--- config.mk ---
export PLATFORM = sky130hd
export DESIGN_NAME = regfile_mp_sb
export DESIGN_NICKNAME = d
export VERILOG_FILES = /design/src/rtl/regfile_mp_sb.sv
export SDC_FILE = /design/constraint.sdc
export NUM_CORES = 2
export LEC_CHECK = 0
export CAP_MARGIN = 15
export CORE_ASPECT_RATIO = 1.1
export CORE_MARGIN = 5
export CORE_UTILIZATION = 50
export DETAILED_ROUTE_END_ITERATION = 6
export PLACE_DENSITY_LB_ADDON = 0.12
export SYNTH_ARGS = -nofsm -noshare
export SYNTH_HDL_FRONTEND = slang
export SYNTH_SLANG_ARGS = --single-unit
--- constraint.sdc ---
create_clock -name clk -period 59.4 [get_ports clk]
set_input_delay 5.94 -clock clk [delete_from_list [all_inputs] [get_ports clk]]
set_output_delay 5.94 -clock clk [all_outputs]
set_load 0.1 [all_outputs]
--- src/rtl/regfile_mp_sb.sv ---
// Multi-port register file with two write-back paths, write-first bypass
// and a busy scoreboard for outstanding long-latency writes.
module regfile_mp_sb #(
  parameter int XLEN = 32,
  parameter int NREG = 32,
  parameter int NREAD = 2,
  parameter int ZERO_REG = 1,
  localparam int AW = $clog2(NREG)
) (
  input  logic                  clk,
  input  logic                  rst,
  input  logic [NREAD*AW-1:0]   raddr,
  output logic [NREAD*XLEN-1:0] rdata,
  output logic [NREAD-1:0]      rbusy,
  input  logic                  wb0_en,
  input  logic [AW-1:0]         wb0_addr,
  input  logic [XLEN-1:0]       wb0_data,
  input  logic                  wb1_en,
  input  logic [AW-1:0]         wb1_addr,
  input  logic [XLEN-1:0]       wb1_data,
  input  logic                  issue_en,
  input  logic [AW-1:0]         issue_addr,
  output logic                  any_busy
);

  logic [XLEN-1:0] regs_q [NREG];
  logic [NREG-1:0] busy_q;
  logic [NREG-1:0] busy_d;
  logic            wb0_we;
  logic            wb1_we;
  logic            iss_we;

  function automatic logic is_zr(input logic [AW-1:0] a);
    return (ZERO_REG != 0) && (a == '0);
  endfunction

  assign wb0_we = wb0_en && !is_zr(wb0_addr);
  assign wb1_we = wb1_en && !is_zr(wb1_addr);
  assign iss_we = issue_en && !is_zr(issue_addr);

  // wb0 is younger, so its write lands last on a same-address collision
  always_ff @(posedge clk or posedge rst) begin
    if (rst) begin
      for (int r = 0; r < NREG; r++) begin
        regs_q[r] <= '0;
      end
    end else begin
      if (wb1_we) regs_q[wb1_addr] <= wb1_data;
      if (wb0_we) regs_q[wb0_addr] <= wb0_data;
    end
  end

  // a reissue to a completing destination keeps it pending
  always_comb begin
    busy_d = busy_q;
    if (wb1_we) busy_d[wb1_addr] = 1'b0;
    if (iss_we) busy_d[issue_addr] = 1'b1;
  end

  always_ff @(posedge clk or posedge rst) begin
    if (rst) begin
      busy_q <= '0;
    end else begin
      busy_q <= busy_d;
    end
  end

  assign any_busy = |busy_q;

  for (genvar i = 0; i < NREAD; i++) begin : g_rd
    logic [AW-1:0]   a;
    logic [XLEN-1:0] d;
    logic            wb1_hit;

    assign a       = raddr[i*AW +: AW];
    assign wb1_hit = wb1_en && (wb1_addr == a);

    always_comb begin
      d = regs_q[a];
      if (rst || is_zr(a)) begin
        d = '0;
      end else if (wb0_en && (wb0_addr == a)) begin
        d = wb0_data;
      end else if (wb1_hit) begin
        d = wb1_data;
      end
    end

    assign rdata[i*XLEN +: XLEN] = d;
    assign rbusy[i] = busy_q[a] && !wb1_hit && !is_zr(a);
  end

endmodule

# Word level (Yosys, flattened, before mapping)

Cells that the tools add are included.

Flip-flop bits (word level): 1056
Bits in latches: 0
Bits in writable memories: 0
Bits in read-only memories: 0
Input port bits: 94
Output and inout bits: 67
Memories kept: 0

Add/sub/neg operators: 0
Multiply operators: 0
Divide/modulo/power cells: 0
Order comparisons: 12
Equal/unequal tests: 4
Shift-type cells: 0
Multiplexer cells: 30
Bitwise operators: 7
Reduce and logical (&&, ||, !) cells: 30

Operator list:

| cell               | count |
|---|---|
| $bwmux 1024        | 2 |
| $mux 1024          | 2 |
| $mux 32            | 14 |
| $bmux 32 s5        | 2 |
| $demux 32 s5       | 2 |
| $and 32x32->32     | 1 |
| $not 32->32        | 1 |
| $or 32x32->32      | 1 |
| $reduce_or 32->1   | 1 |
| $logic_not 5->1    | 5 |
| $ge 6x6->1 const B | 4 |
| $lt 5x6->1 const B | 4 |
| $not 5->6          | 4 |
| $eq 5x5->1         | 4 |
| $logic_and 1x1->1  | 15 |
| $lt 6x1->1 const B | 2 |
| $bmux 1 s5         | 2 |
| $demux 1 s5        | 2 |
| $ge 5x1->1 const B | 2 |
| $logic_not 1->1    | 7 |
| $mux 1             | 4 |
| $logic_or 1x1->1   | 2 |

# Depth between registers and ports, before layout

Word-level depth: 9
Depth in mapped cells: 10
Gate-level depth less buffers: 5

# Worst setup path after synthesis

OpenSTA, ideal clock, no wires.

Path kind: input -> output
From: input rst
To: output rdata[53]
Arrival: 34738 ps
Data required time: 53460 ps
Path slack: 18722 ps
Cell stages on the path: 6
Cell sequence: inv_1 > o21ai_1 > or3b_1 > clkbuf_1 > buf_2 > o32ai_1

Longest elaborated chain between the ends: 2

Ends and longest elaborated chain:

| element          | RTL line | text |
|---|---|---|
| start, declared  | 11       | `input logic rst,` |
| $logic_or 1x1->1 | 80       | `if (rst \|\| is_zr(a)) begin` |
| $mux 32          | 80       |  |
| end, declared    | 13       | `output logic [NREAD*XLEN-1:0] rdata,` |

Every way passes these cells.

# Final worst setup path

From: input raddr[0]
To: output rdata[17]

Longest elaborated chain between the ends: 7

Ends and longest elaborated chain:

| element                                     | RTL line | text |
|---|---|---|
| start, declared                             | 12       | `input logic [NREAD*AW-1:0] raddr,` |
| $not 5->6 (not written as such)             | 79       | `d = regs_q[a];` |
| $bmux 32 s5                                 | 79       |  |
| $mux 32 (not written as such) (2 in series) | 79       |  |
| $mux 32                                     | 84       | `end else if (wb1_hit) begin` |
| $mux 32                                     | 82       | `end else if (wb0_en && (wb0_addr == a)) begin` |
| $mux 32 *                                   | 80       |  |

Every way passes the cells marked *; elsewhere a longest branch is shown, timed or not. The select of a mux whose other input is x is not followed.

==> impl_metrics.toml <==
[run_status]
status = "complete, but fails checks"
failed_checks = "design-rule violations"

[worst_setup_path]
rr_endpoint = "regs_q[800]$_DFF_PP0_"
reg2reg_from = "regs_q[800]$_DFF_PP0_"
critPathLaunchType = "input pin"
cp.required_ps = 53460
r2r_cells = 2
reg2reg_slack_ps = 58530
crit_arrival_ps = 11450
cp_slowest_stage_delay_ps = 990
worstSetupEndpointType = "output port"
cp_slowest_cell = "clkdlybuf4s50_1"
crit_type = "input pin to output port"
crit_top_cell = "buf_4"
path_max_fanout = 58
path_cells = "buf_8, buf_4, buf_4, buf_4, mux4_2, mux2_2, a221oi_1, a2111oi_0, a221o_1, clkdlybuf4s50_1"

[clocking]
insertion_delay_ps = 780
postCtsHoldBufs = 0
cts_resized = 0
cts_buffers = 118
cts-root-buf = "clkbuf_16"
cts_tree = "yes"
clockBufferDepth = 3
clock-sinks = 1056
cts_setup_buffers = 0
clkTransAtPathRegs_ps = 60
htreeDepth = 3

[yosys]
synth.top_cell.area_share_pct = 39.6
synth_enable_flop_cells = 0
async_flop_share_pct = 100
yosys_warnings = 0
synthCells = 6581
ys_ff_latch = 1056
syn-mean-instance-area_um2 = 10.1
seq_area_frac_synth_pct = 39.6
synth_cell_types = 63
ys_top_cells_by_area = "dfrtp_1 40%, mux2i_1 19%, mux4_2 10%, a21oi_1 4.4%, o21ai_0 3.7%"
syn_nets = 6675
synth_ff_type = "dfrtp_1"
syn_area_mm2 = 0.0668
yosys.area.top_type = "dfrtp_1"

[timing]
fmax_ghz = 0.0575
skew_ps = 0
period_minus_slack_ps = 17390
rsz0062_at_grt = "no"
period_share_pct = 29.3
hold_viol = 0
tns_ps = 0
slew_violations = 0
tightest_slew_ps = 1310
slew-limit-headroom_pct = 12.5
setup_violations = 0

[worst_hold_path]
min_from = "regs_q[999]$_DFF_PP0_"
hp-class = "flip-flop to flip-flop"
holdPathStages = 0
holdPathEnd = "regs_q[999]$_DFF_PP0_"

[route]
first_pass_iters = 7
vias = 57360
routed_wl_um = 290000
first_iter_violations = 8726
final_antenna_net_count = 0
wire_per_inst_um = 35.9
drcViolationCount = 8
vias_per_cell = 7.11

[cells_and_area]
final_core_util_pct = 54.9
stdcell_area_mm2 = 0.0728
area_growth_pct = 9.12
final_net_count = 6287
fillers = 11543
final_cell_mix = "1296 x mux2i_1, 1056 x dfrtp_1, 591 x a21oi_1, 560 x nor2_1, 503 x nand2_1"
final_common_cell = "mux2i_1"
drive_gt1_share_pct = 13.8

[placement]
gp_congestion = 0.901
post-dp-hpwl_um = 155000
place_area_mm2 = 0.0689
io_buffers = 160

[floorplanning]
die_y_um = 393
num_rows = 140
die_x_um = 358
io_pins = 161
fp.coreArea_mm2 = 0.133
die_area_mm2 = 0.141
start_util_pct = 50.3

[global_route]
grt_pass1_wl_um = 412000
grt_max_degree = 164
grt_overflow = 0
grt.total_usage_pct = 40.4
grt_pass1_vias = 54935
grt_antenna_before_repair = 10

[job]
max-cap-violations = 0

[power]
ir_worst_vdd_mv = 0.0268
p_leak_uw = 0.0316
power_density_mw_per_mm2 = 33.8
-- critical path: cells and delay by family --
| family | cells | cell delay (ps) |
|---|---|---|
| buffers and inverters | 5 | 3700 |
| multiplexers | 2 | 860 |
| AO/OA/AOI/OAI | 3 | 780 |
-- stage by stage --
stage	worst slack (ps)	hold slack (ps)	cells	total power (uW)
after floorplan	18720	431	6581	1510
after global placement	41930	377	7845	1660
after detailed placement	41980	383	7848	1690
after CTS	42000	397	8065	2440
after global routing	41740	409	8066	2560
final	42010	397	8069	2460
-- flip-flops by register name, indices dropped and copies added, names as in the netlist --
name and count:
busy_q 32, regs_q 1024
-- report_power, final --
group          leakage, uW  switching, uW  internal (uW)
registers           0.0129            158            905
clock network      0.00194            334            430
logic               0.0168            330            302
total               0.0316            822           1640
-- kinds of logic (layout without fill, tap and decap cells) --
family,after synthesis,after routing,share of synthesized area [%]
compound gates,1704,1704,16.0
xor+xnor,20,20,0.262
buf+inv,884,593,5.75
flops,1056,1056,39.6
mux,1665,1665,30.8
other cells,0,4,0
simple gates,1252,1252,7.61
-- worst max-delay path by stage --
stage          startpoint         to  cells past startpoint
2_1_floorplan         rst  rdata[53]                      6
3_3_place_gp     raddr[0]  rdata[19]                      8
3_5_place_dp     raddr[0]  rdata[17]                     10
4_1_cts          raddr[0]  rdata[17]                     10
5_1_grt          raddr[0]  rdata[17]                     10
6_report         raddr[0]  rdata[17]                     10
-- metal layers --
| metal | part of all wire, % | GRT usage [%] | vias up |
|---|---|---|---|
| met5 | 0.033 | 0.175 | - |
| met2 | 42 | 57.9 | 4304 |
| li1 | - | - | 23542 |
| met1 | 38 | 54.0 | 28407 |
| met3 | 13 | 11.9 | 1097 |
| met4 | 7.5 | 24.8 | 10 |
-- cells in the mapped netlist (11+ instances only) --
cell	instances
mux2i_1	1296
dfrtp_1	1056
a21oi_1	592
nor2_1	586
clkbuf_1	575
nand2_1	534
o21ai_0	487
mux4_2	306
buf_2	147
a221oi_1	111
a32oi_1	111
o221ai_1	94
mux2_2	63
buf_1	55
nor2b_1	46
o22ai_1	40
clkbuf_2	38
a211oi_1	34
o32ai_1	34
a2111oi_0	32
a221o_1	32
a22oi_1	32
buf_4	32
a211o_1	31
a31oi_1	31
buf_6	15
inv_1	14
nor4_1	12
xnor2_1	12
a22o_1	11
-- final cells by class --
| cell class | instances | area, um2 | area share [%] |
|---|---|---|---|
| Clock buffer | 168 | 3380 | 4.64 |
| Multi-Input combinational cell | 4641 | 37000 | 50.8 |
| Timing Repair Buffer | 360 | 3160 | 4.34 |
| Inverter | 16 | 67.6 | 0.0928 |
| Antenna cell | 4 | 10.0 | 0.0137 |
| Clock inverter | 49 | 532 | 0.730 |
| Tap cell | 1775 | 2220 | 3.05 |
| Sequential cell | 1056 | 26400 | 36.3 |
No activity file was read; power rests on OpenSTA's default activity.
